### src/rtl/adc_frame_buffer.sv
// Ping-pong frame buffer between the serial ADC driver and the FFT stage.
// Optional 2:1 pair-averaging decimation is enabled with `define ADC_FRAME_DECIM2_EN.
module adc_frame_buffer #(
    parameter int FRAME_LEN = 64,
    parameter int ADDR_W    = 6
) (
    input  logic              clk,
    input  logic              rst,
    input  logic              adc_done,
    input  logic [7:0]        adc_data,
    output logic              frm_valid,
    input  logic              frm_ready,
    output logic [7:0]        frm_data,
    output logic [ADDR_W-1:0] frm_index,
    output logic              frm_last,
    output logic              overrun,
    output logic [7:0]        ovf_cnt
);

    localparam logic [ADDR_W-1:0] LAST_IDX = ADDR_W'(FRAME_LEN - 1);

    typedef enum logic [1:0] {IDLE, READ, SEND} rd_state_t;

    logic [7:0]        mem [0:2*FRAME_LEN-1];
    logic [1:0]        full;
    logic              wr_bank;
    logic              rd_bank;
    logic [ADDR_W-1:0] wr_ptr;
    logic [ADDR_W-1:0] rd_ptr;
    rd_state_t         state;

    logic              wr_en;
    logic [7:0]        wr_value;
    logic              frame_done;
    logic              rd_release;
    logic              other_free;

`ifdef ADC_FRAME_DECIM2_EN
    logic       pair_phase;
    logic [7:0] pair_first;
    logic [8:0] pair_sum;

    // Rounded mean of the held odd strobe and the current even strobe.
    assign pair_sum = {1'b0, pair_first} + {1'b0, adc_data} + 9'd1;
    assign wr_en    = adc_done && pair_phase;
    assign wr_value = pair_sum[8:1] ^ 8'h80;

    always_ff @(posedge clk or posedge rst) begin
        if (rst) begin
            pair_phase <= 1'b0;
            pair_first <= 8'h00;
        end else if (adc_done) begin
            pair_phase <= ~pair_phase;
            if (!pair_phase) begin
                pair_first <= adc_data;
            end
        end
    end
`else
    assign wr_en    = adc_done;
    assign wr_value = adc_data ^ 8'h80;
`endif

    assign frame_done = wr_en && (wr_ptr == LAST_IDX);
    assign rd_release = (state == SEND) && frm_ready && (rd_ptr == LAST_IDX);
    // A bank drained on this very edge is already usable for the next frame.
    assign other_free = !full[wr_bank ^ 1'b1] || (rd_release && (rd_bank != wr_bank));

    always_ff @(posedge clk) begin
        if (wr_en && !rst) begin
            mem[{wr_bank, wr_ptr}] <= wr_value;
        end
    end

    always_ff @(posedge clk or posedge rst) begin
        if (rst) begin
            wr_bank <= 1'b0;
            wr_ptr  <= '0;
            full    <= 2'b00;
            overrun <= 1'b0;
            ovf_cnt <= 8'h00;
        end else begin
            overrun <= 1'b0;
            if (rd_release) begin
                full[rd_bank] <= 1'b0;
            end
            if (wr_en) begin
                wr_ptr <= wr_ptr + ADDR_W'(1);
                if (frame_done) begin
                    if (other_free) begin
                        full[wr_bank] <= 1'b1;
                        wr_bank       <= ~wr_bank;
                    end else begin
                        // No free bank: drop this frame and reuse its bank.
                        overrun <= 1'b1;
                        if (ovf_cnt != 8'hFF) begin
                            ovf_cnt <= ovf_cnt + 8'd1;
                        end
                    end
                end
            end
        end
    end

    always_ff @(posedge clk or posedge rst) begin
        if (rst) begin
            state     <= IDLE;
            rd_bank   <= 1'b0;
            rd_ptr    <= '0;
            frm_valid <= 1'b0;
            frm_data  <= 8'h00;
            frm_index <= '0;
            frm_last  <= 1'b0;
        end else begin
            case (state)
                IDLE: begin
                    if (full[rd_bank]) begin
                        rd_ptr <= '0;
                        state  <= READ;
                    end
                end
                READ: begin
                    frm_data  <= mem[{rd_bank, rd_ptr}];
                    frm_index <= rd_ptr;
                    frm_last  <= (rd_ptr == LAST_IDX);
                    frm_valid <= 1'b1;
                    state     <= SEND;
                end
                SEND: begin
                    if (frm_ready) begin
                        frm_valid <= 1'b0;
                        if (rd_ptr == LAST_IDX) begin
                            rd_bank <= ~rd_bank;
                            state   <= IDLE;
                        end else begin
                            rd_ptr <= rd_ptr + ADDR_W'(1);
                            state  <= READ;
                        end
                    end
                end
                default: state <= IDLE;
            endcase
        end
    end

endmodule

### config.mk
export PLATFORM = sky130hd
export DESIGN_NAME = adc_frame_buffer
export DESIGN_NICKNAME = d
export VERILOG_FILES = /design/src/rtl/adc_frame_buffer.sv
export SDC_FILE = /design/constraint.sdc
export NUM_CORES = 1
export LEC_CHECK = 0
export CAP_MARGIN = 0
export CELL_PAD_IN_SITES_DETAIL_PLACEMENT = 0
export CELL_PAD_IN_SITES_GLOBAL_PLACEMENT = 1
export CORE_ASPECT_RATIO = 1.2
export CORE_MARGIN = 1.5
export CORE_UTILIZATION = 60
export DETAILED_ROUTE_END_ITERATION = 6
export PLACE_DENSITY_LB_ADDON = 0.08
export REMOVE_ABC_BUFFERS = 1
export SETUP_SLACK_MARGIN = 0.05
export SLEW_MARGIN = 20
export SYNTH_ARGS = -nofsm -noshare
export SYNTH_HDL_FRONTEND = slang
export SYNTH_SLANG_ARGS = --single-unit
### constraint.sdc
create_clock -name clk -period 4.2 [get_ports clk]
set_clock_uncertainty 0.2 [all_clocks]
set_input_delay 0.42 -clock clk [delete_from_list [all_inputs] [get_ports clk]]
set_output_delay 0.42 -clock clk [all_outputs]
set_load 0.1 [all_outputs]
==> results by group, run 1 <==
Worst setup path
  – Crit Path Max Fanout: 48
  – Setup crit start kind: flop
  – Critical path class: reg2reg
  – Worst Path Arrival: 3.90 ns
  – CP endpoint kind: flop
  – Worst Path Required: 4.51 ns

Routing
  – Via/cell ratio: 6.44
  – Routed len/inst: 30.1 microns
  – Total number of vias: 20700
  – DRT Wirelength: 96900 microns
  – Drt drc: 0
  – First-pass DRT Iterations: 7
  – ANT nets after route: 0
  – Initial DRC count: 2371

STA
  – Final hold vios: 0
  – Final Slew Violations: 0
  – RSZ-0062 raised after global routing: false
  – Slew HR: 25.6%
  – Worst-Margin Slew: 1.12 ns
  – Hold WS: 0.0170 ns
  – Tmin final: 3.59 ns
  – Post-route clock period utilization: 85.6%
  – Peak Freq: 278 MHz
  – Setup violators final: 0
  – Setup ws final: 0.606 ns

Floorplanning
  – Chip height: 292 microns
  – Site row count: 105
  – Initial Util: 60.9%
  – Ports: 37
  – CORE AREA: 68700 sq um
  – Die area: 71400 sq um
  – Die W: 244 microns

Placement
  – Routability cong.: 0.895
  – HPWL Detailed: 60100 microns
  – Post-Place Setup Slack: 0.756 ns
  – I/O Buffers: 36

Yosys
  – Post-Syn Area: 41900 sq um
  – Sequential-to-total area share from yosys stat: 76.0%
  – Mapped Cells: 2142
  – Post-synth EDFFs: 1024
  – Top_reg_cell synth: edfxtp_1
  – Yosys warnings: 0
  – Yosys cell types: 55
  – Async set-reset flop share out of synthesis: 4.03%
  – #FFs+latches synth: 1067
  – Mapped Avg Cell Area: 19.5 sq um

Global routing
  – GRT met2 Usage: 43.9%
  – M1 GR Usage: 40.0%
  – Largest net degree at the start of global routing: 99
  – Met3 Usage GRT: 5.08%
  – GRT Util Overall: 27.8%
  – Initial antenna violation count: 0
  – Vias in the first global route: 21000
  – Wire length of the first global-routing pass: 142000 microns
  – Gr ovfl total: 0
  – Gr busiest metal: met2

Layout
  – Core Util, Final: 67.8%
  – Fill cells: 4418
  – Ratio of cells with drive above 1 in the final layout: 19.2%
  – Antenna cells: 0
  – Commonest non-fill, non-tap cell in the layout: edfxtp_1
  – Commonest cells after routing, fill and taps aside: 1024 x edfxtp_1, 187 x mux2i_1, 178 x mux4_2, 167 x nor2_1, 100 x clkbuf_16
  – Nets@finish: 2237
  – Layout area overhead: 11.3%
  – Multi-input logic area: 9250 sq um
  – Sequential cell area: 31800 sq um

Clock tree
  – Post_cts resized: 0
  – Clock Tree Buf Depth: 3
  – CTS root buf: clkbuf_16
  – Reg clk slew, reported paths: 0.06 ns
  – CTS tree: built
  – CTS Sinks: 1067
  – H-tree levels: 3
  – CTS Buf Count: 100
  – Post CTS Setup Buffer Count: 0
  – Clock Latency Late Sink: 0.67 ns
  – Hold-fix buffer count after cts: 0

Power and ir drop
  – Pwr dens: 573 nW/um^2
  – Peak supply drop: 0.000553 V
  – Pleak: 14.9 nW
  – Tot Pwr: 26.7 mW

Job
  – Max Cap Viol: 0

Worst hold path
  – Worst Hold Class: in2reg

Run status
  – Status: finished, final reports clean
## worst max-delay path: stages (launching register included)
cell and delay, ns:
dfrtp_4 0.73, buf_4 0.64, mux4_2 0.42, a221oi_1 0.44, o21ai_0 0.15, and3_1 0.20, nor4_1 0.53, a211oi_1 0.09
## registers in the layout, indices dropped and copies added (netlist names), 2 cells and up
name,cells
frm_data,8
full,2
state,2
wr_ptr,6
frm_index,6
mem,1024
ovf_cnt,8
rd_ptr,6
## worst paths after layout
check,start,to,slack (ns),cells past startpoint
hold reg to reg,frm_index[0],frm_index[0],0.29,2
setup reg to reg,rd_ptr[1],frm_data[4],0.61,7
hold / removal,adc_data[0],mem[29][0],0.02,1
min in group asynchronous,rst,full[0],0.31,3
setup / recovery,rd_ptr[1],frm_data[4],0.61,7
max in group asynchronous,rst,rd_ptr[2],2.98,3
## cell usage after synthesis (25+ instances only)
cell / number / share of area, %
a21oi_1: 45 / 0.54
mux2i_1: 187 / 4.5
clkbuf_1: 46 / 0.41
nor2_1: 167 / 1.5
a221oi_1: 27 / 0.56
nand3_1: 34 / 0.41
edfxtp_1: 1024 / 73
mux4_2: 178 / 9.6
o221ai_1: 25 / 0.52
dfrtp_1: 43 / 2.6
buf_2: 34 / 0.41
nand2_1: 79 / 0.71
## cell families after synthesis
kind of cell	Yosys count	synth area share, %
simple gates	334	3.42
compound gates	213	3.81
xor+xnor	14	0.293
flops	1067	76.0
fa+ha+maj	3	0.0897
buf+inv	131	1.90
mux	380	14.5
## per-stage QoR
step	cells	setup TNS, ns	cell area (sq um)
floorplan	2018	-282.85	41100
global placement	3028	0	43200
detailed placement	3028	0	43200
CTS	3217	0	46600
global route	3218	0	46600
finish	3218	0	46600
## metal layers
metal | up-vias | routed length (microns) | share of wire (%)
met3 | 158 | 7310 | 7.5
met2 | 851 | 47000 | 49
met1 | 10800 | 39600 | 41
met4 | 0 | 2990 | 3.1
li1 | 8879 | - | -
met5 | - | 0 | 0
## report_power, final
group          internal (mW)  total (mW)  leakage (nW)  switching (mW)
Clock                   5.29        9.18          1.66            3.89
Sequential              11.9        12.2          9.74           0.324
Combinational           2.25        5.33          3.52            3.09
## cell type report
| type | count | area share (%) |
|---|---|---|
| clock buffer | 130 | 5.76 |
| tap | 909 | 2.44 |
| clock inverter | 59 | 1.45 |
| timing repair buffer | 102 | 2.11 |
| multi-input combinational | 944 | 19.8 |
| sequential | 1067 | 68.3 |
| inverter | 7 | 0.0618 |
No activity file was read; power rests on OpenSTA's default activity.
==> inputs of run 2 (changes only) <==
--- a/config.mk
+++ b/config.mk
@@ -15,7 +15,6 @@
 export PLACE_DENSITY_LB_ADDON = 0.08
 export REMOVE_ABC_BUFFERS = 1
 export SETUP_SLACK_MARGIN = 0.05
-export SLEW_MARGIN = 20
 export SYNTH_ARGS = -nofsm -noshare
 export SYNTH_HDL_FRONTEND = slang
 export SYNTH_SLANG_ARGS = --single-unit
==> run 2 against run 1 <==
Net effect: global-route usage did not move; clock power about the same; sequential cell count stayed put; routed wire length decreased by 0.26%; via count fell by 0.10%; worst setup slack better by 0.047 ns; sequential power hardly changed; final area about the same; register-to-register slack better by 0.05 ns; die area unchanged; core utilization about the same; critical path type unchanged.
==> results by group, run 2 (same netlist as run 1, synthesis figures left out) <==
Routing
  – Via/cell ratio: 6.44 (about the same)
  – Routed len/inst: 30.0 microns (was 30.1 microns)
  – Drt drc: 0 (unchanged)
  – Initial DRC count: 2480 (was 2371)
  – Total number of vias: 20700 (about the same)
  – First-pass DRT Iterations: 5 (was 7)
  – DRT Wirelength: 96600 microns (was 96900 microns)
  – ANT nets after route: 0 (unchanged)

STA
  – Worst-Margin Slew: 1.14 ns (was 1.12 ns)
  – Hold WS: 0.101 ns (was 0.0170 ns)
  – Setup TNS: 0 ns (unchanged)
  – Setup ws final: 0.652 ns (was 0.606 ns)
  – Peak Freq: 282 MHz (was 278 MHz)
  – Post-route clock period utilization: 84.5% (was 85.6%)
  – Setup violators final: 0 (unchanged)
  – Tmin final: 3.55 ns (was 3.59 ns)
  – Final Slew Violations: 0 (unchanged)
  – Slew HR: 24.0% (was 25.6%)
  – RSZ-0062 raised after global routing: false (unchanged)
  – Final hold vios: 0 (unchanged)

Floorplanning
  – Initial Util: 60.9% (unchanged)
  – Chip height: 292 microns (unchanged)
  – Die area: 71400 sq um (unchanged)
  – Ports: 37 (unchanged)
  – Site row count: 105 (unchanged)
  – Die W: 244 microns (unchanged)
  – CORE AREA: 68700 sq um (unchanged)

Clock tree
  – Clock Latency Late Sink: 0.67 ns (about the same)
  – Hold-fix buffer count after cts: 0 (unchanged)
  – CTS root buf: clkbuf_16 (unchanged)
  – CTS tree: built (unchanged)
  – CTS Buf Count: 100 (unchanged)
  – Clock Tree Buf Depth: 3 (unchanged)
  – Post_cts resized: 0 (unchanged)
  – Post CTS Setup Buffer Count: 0 (unchanged)
  – Reg clk slew, reported paths: 0.07 ns (was 0.06 ns)
  – H-tree levels: 3 (unchanged)
  – CTS Sinks: 1067 (unchanged)

Placement
  – I/O Buffers: 36 (unchanged)
  – Post-Place Setup Slack: 0.756 ns (unchanged)
  – Post-DP Area: 43200 sq um (unchanged)
  – Placed Cells: 3028 (unchanged)
  – HPWL Detailed: 60100 microns (unchanged)
  – Routability cong.: 0.895 (unchanged)

Layout
  – Largest regs: mem (1024), frm_data (8), ovf_cnt (8) (unchanged)
  – Core Util, Final: 67.8% (about the same)
  – Largest Register: mem (unchanged)
  – Commonest non-fill, non-tap cell in the layout: edfxtp_1 (unchanged)
  – Nets@finish: 2236 (was 2237)
  – Layout area overhead: 11.3% (about the same)
  – Commonest cells after routing, fill and taps aside: 1024 x edfxtp_1, 187 x mux2i_1, 178 x mux4_2, 167 x nor2_1, 100 x clkbuf_16 (unchanged)
  – Max FFs per register: 1024 (unchanged)
  – Antenna cells: 0 (unchanged)
  – Ratio of cells with drive above 1 in the final layout: 19.2% (about the same)
  – Finished Layout Cells: 3217 (was 3218)
  – Design Area, Final: 46600 sq um (about the same)

Worst setup path
  – CP endpoint kind: flop (unchanged)
  – Critical path class: reg2reg (unchanged)
  – Worst Path Required: 4.51 ns (about the same)
  – Crit Path Max Fanout: 48 (unchanged)
  – Worst Path Arrival: 3.86 ns (was 3.90 ns)
  – Reg2Reg Depth: 7 (unchanged)
  – Setup crit start kind: flop (unchanged)

Worst hold path
  – Hold path depth: 1 (unchanged)
  – Worst Hold Class: in2reg (unchanged)

Power and ir drop
  – Pwr dens: 573 nW/um^2 (about the same)
  – Tot Pwr: 26.7 mW (about the same)
  – Peak supply drop: 0.000553 V (about the same)
  – Pleak: 14.9 nW (about the same)

Global routing
  – Gr ovfl total: 0 (unchanged)
  – GRT Util Overall: 27.8% (unchanged)
  – Vias in the first global route: 21000 (unchanged)
  – Wire length of the first global-routing pass: 142000 microns (unchanged)
  – Initial antenna violation count: 0 (unchanged)
  – Largest net degree at the start of global routing: 99 (unchanged)

Run status
  – Status: finished, final reports clean (unchanged)

Job
  – Max Cap Viol: 0 (unchanged)
## run 2: cell count changes in the layout (fill, tap and decap cells not counted)
| cell | delta |
|---|---|
| and2_2 | -1 |
| buf_16 | -1 |
| and2_1 | +1 |
## run 2: worst paths after layout
path                              start      endpoint  slack, ns
setup / recovery              rd_ptr[1]   frm_data[4]       0.65
hold / removal              adc_data[1]    mem[50][1]       0.10
setup reg to reg              rd_ptr[1]   frm_data[4]       0.65
hold reg to reg            frm_index[0]  frm_index[0]       0.29
max in group asynchronous           rst     rd_ptr[2]       2.98
min in group asynchronous           rst       full[1]       0.30
## run 2: critical path, stage by stage (launching register included)
cell and delay [ns]:
dfrtp_4 0.73, buf_4 0.65, mux4_2 0.42, a221oi_1 0.43, o21ai_0 0.15, and3_1 0.21, nor4_1 0.48, a211oi_1 0.09
## run 2: cell type report
class | instances | area (sq um)
Tap cell | 909 | 1140
Clock inverter | 59 | 676
Multi-Input combinational cell | 944 | 9250
Inverter | 7 | 28.8
Timing Repair Buffer | 101 | 956
Clock buffer | 130 | 2690
Sequential cell | 1067 | 31800
Fill cell | 4422 | 22100
## run 2: power by group
part	switching, mW	internal, mW	leakage (nW)
Combinational	3.08	2.24	3.51
Clock	3.90	5.29	1.66
Sequential	0.323	11.9	9.74
## run 2: metal layers
metal	track usage [%]	part of all wire (%)
met1	40.0	41
met2	43.9	48
met3	5.08	7.7
met4	9.11	3.2
met5	0	0
==> inputs of run 3 (changes only) <==
--- a/config.mk
+++ b/config.mk
@@ -10,7 +10,7 @@
 export CELL_PAD_IN_SITES_GLOBAL_PLACEMENT = 1
 export CORE_ASPECT_RATIO = 1.2
 export CORE_MARGIN = 1.5
-export CORE_UTILIZATION = 60
+export CORE_UTILIZATION = 50
 export DETAILED_ROUTE_END_ITERATION = 6
 export PLACE_DENSITY_LB_ADDON = 0.08
 export REMOVE_ABC_BUFFERS = 1
==> constraint.sdc (replaced) <==
create_clock -name clk -period 3.2 [get_ports clk]
set_clock_uncertainty 0.2 [all_clocks]
set_input_delay 0.32 -clock clk [delete_from_list [all_inputs] [get_ports clk]]
set_output_delay 0.32 -clock clk [all_outputs]
set_load 0.1 [all_outputs]
==> run 3 against run 2 <==
Net effect: via count up 5.0%; global-route usage down 2.5 points; worst hold slack worse by 0.063 ns; sequential cell count unchanged; power up 36%; maximum frequency up 17%; core utilization down 9.0 points; final cell count up 13%; critical path depth up 2; critical endpoint unchanged; largest cell class unchanged; largest power group unchanged.
==> results by group, run 3 (same netlist as run 1, synthesis figures left out) <==
Run status
  – Status: finished, final reports clean (unchanged)

STA
  – Post-route clock period utilization: 95.2% (was 84.5%)
  – Peak Freq: 328 MHz (was 282 MHz)
  – Final hold vios: 0 (unchanged)
  – Setup violators final: 0 (unchanged)
  – RSZ-0062 raised after global routing: true (was false)
  – Tmin final: 3.04 ns (was 3.55 ns)
  – Final Slew Violations: 0 (unchanged)
  – Slew HR: 33.4% (was 24.0%)
  – Hold WS: 0.0380 ns (was 0.101 ns)
  – Worst-Margin Slew: 0.999 ns (was 1.14 ns)

Placement
  – Placed Cells: 3450 (was 3028)
  – I/O Buffers: 36 (unchanged)
  – Post-DP Area: 45200 sq um (was 43200 sq um)
  – HPWL Detailed: 66600 microns (was 60100 microns)
  – Routability cong.: 0.829 (was 0.895)

Power and ir drop
  – Pleak: 16.3 nW (was 14.9 nW)
  – Pwr dens: 743 nW/um^2 (was 573 nW/um^2)
  – Peak supply drop: 0.000621 V (was 0.000553 V)

Global routing
  – Vias in the first global route: 22200 (was 21000)
  – Largest net degree at the start of global routing: 75 (was 99)
  – Gr ovfl total: 0 (unchanged)
  – Wire length of the first global-routing pass: 154000 microns (was 142000 microns)
  – Initial antenna violation count: 2 (was 0)
  – GRT Util Overall: 25.3% (was 27.8%)

Layout
  – Largest regs: mem (1024), frm_data (8), ovf_cnt (8) (unchanged)
  – Ratio of cells with drive above 1 in the final layout: 27.1% (was 19.2%)
  – Commonest cells after routing, fill and taps aside: 1024 x edfxtp_1, 274 x buf_4, 185 x mux2i_1, 178 x mux4_2, 167 x nor2_1 (was 1024 x edfxtp_1, 187 x mux2i_1, 178 x mux4_2, 167 x nor2_1, 100 x clkbuf_16)
  – Max FFs per register: 1024 (unchanged)
  – Finished Layout Cells: 3645 (was 3217)
  – Antenna cells: 0 (unchanged)
  – Commonest non-fill, non-tap cell in the layout: edfxtp_1 (unchanged)
  – Largest Register: mem (unchanged)
  – Nets@finish: 2452 (was 2236)
  – Layout area overhead: 16.8% (was 11.3%)
  – Design Area, Final: 48900 sq um (was 46600 sq um)

Worst setup path
  – Worst Path Required: 3.55 ns (was 4.51 ns)
  – CP endpoint kind: flop (unchanged)
  – Worst Path Arrival: 3.39 ns (was 3.86 ns)
  – Critical path class: reg2reg (unchanged)
  – Worst r2r src: rd_ptr[0] (was rd_ptr[1])
  – Crit Path Max Fanout: 28 (was 48)
  – Setup crit start kind: flop (unchanged)
  – Crit path from: rd_ptr[0] (was rd_ptr[1])

Worst hold path
  – Hold Crit Start: adc_data[3] (was adc_data[1])
  – Worst Hold Class: in2reg (unchanged)

Floorplanning
  – Ports: 37 (unchanged)
  – Site row count: 116 (was 105)
  – Die area: 85500 sq um (was 71400 sq um)
  – CORE AREA: 83200 sq um (was 68700 sq um)
  – Die W: 267 microns (was 244 microns)
  – Initial Util: 50.3% (was 60.9%)
  – Chip height: 320 microns (was 292 microns)

Routing
  – Via/cell ratio: 5.96 (was 6.44)
  – Routed len/inst: 29.0 microns (was 30.0 microns)
  – DRT Wirelength: 106000 microns (was 96600 microns)
  – Initial DRC count: 1898 (was 2480)
  – First-pass DRT Iterations: 6 (was 5)
  – Total number of vias: 21700 (was 20700)
  – Drt drc: 0 (unchanged)
  – ANT nets after route: 0 (unchanged)

Clock tree
  – CTS root buf: clkbuf_16 (unchanged)
  – Clock Latency Late Sink: 0.69 ns (was 0.67 ns)
  – CTS Buf Count: 101 (was 100)
  – CTS tree: built (unchanged)
  – H-tree levels: 3 (unchanged)
  – CTS Sinks: 1067 (unchanged)
  – Reg clk slew, reported paths: 0.07 ns (about the same)
  – Clock Tree Buf Depth: 3 (unchanged)

Job
  – Max Cap Viol: 0 (unchanged)
==> run 3: cell types whose count changed in the layout (fill, tap and decap cells not counted), moves of 5 or more <==
| cell | previous run | this run |
|---|---|---|
| clkinvlp_4 | 2 | 7 |
| clkinv_2 | 28 | 16 |
| clkdlybuf4s50_1 | 29 | 4 |
| bufinv_16 | 12 | 19 |
| inv_6 | 1 | 8 |
| clkbuf_8 | 7 | 1 |
| buf_12 | 10 | 28 |
| buf_4 | 62 | 274 |
==> run 3: through the flow <==
stage / setup WS [ns] / utilization (%) / TNS (ns) / total power, mW
finish: 0.155 / 58.8 / 0 / 36.3
global route: 0.0290 / 58.8 / 0 / 37.5
CTS: 0.0573 / 58.7 / 0 / 36.5
detailed placement: 0.0300 / 54.4 / 0 / 23.9
global placement: 0.0268 / 54.4 / 0 / 23.8
floorplan: -10.84 / - / -313.85 / 19.4
==> run 3: area by class of cell <==
| type | count | area (sq um) |
|---|---|---|
| fillers | 6177 | 34300 |
| flip-flops and latches | 1067 | 31800 |
| multi-input cells | 944 | 9270 |
| repair buffers | 316 | 2810 |
| well taps | 1121 | 1400 |
| clock inverters | 69 | 912 |
| clock buffers | 121 | 2610 |
| inverters | 7 | 28.8 |
==> run 3: power by group <==
part	switching, mW	internal (mW)
clock	5.29	7.43
sequential	0.302	15.6
combinational	4.32	3.38
total	9.92	26.4
==> run 3: path summary, 6_finish.rpt <==
path,endpoint,slack (ns),cells past startpoint
setup / recovery,frm_data[4],0.16,9
hold / removal,mem[52][3],0.04,1
setup reg to reg,frm_data[4],0.16,9
hold reg to reg,frm_index[0],0.28,2
max in group asynchronous,rd_ptr[1],1.53,4
min in group asynchronous,wr_ptr[0],0.40,3
==> run 3: routing by layer <==
| metal | vias to the layer above | routed length [microns] | GRT usage [%] |
|---|---|---|---|
| met3 | 147 | 5240 | 2.83 |
| li1 | 9330 | - | - |
| met5 | - | 13 | 0 |
| met4 | 2 | 2620 | 7.65 |
| met1 | 11600 | 44300 | 35.3 |
| met2 | 685 | 53700 | 42.2 |
==> run 3: critical path, cell delays in order (launching register included) <==
cell	delay (ns)
dfrtp_4	0.56
buf_16	0.28
buf_12	0.26
mux4_2	0.55
mux2i_2	0.27
o21ai_0	0.12
and3_1	0.18
nor4_1	0.24
buf_4	0.17
a211oi_1	0.03
==> run 3: what timing repair did <==
| item | in CTS | in global routing |
|---|---|---|
| hold endpoints to repair | 125 | 0 |
| cloned | 0 | 1 |
| resized for setup | 2 | 8 |
| endpoints found under the setup margin | 2 | 3 |
| buffers inserted | 0 | 0 |
| hold buffers | 4 | 0 |
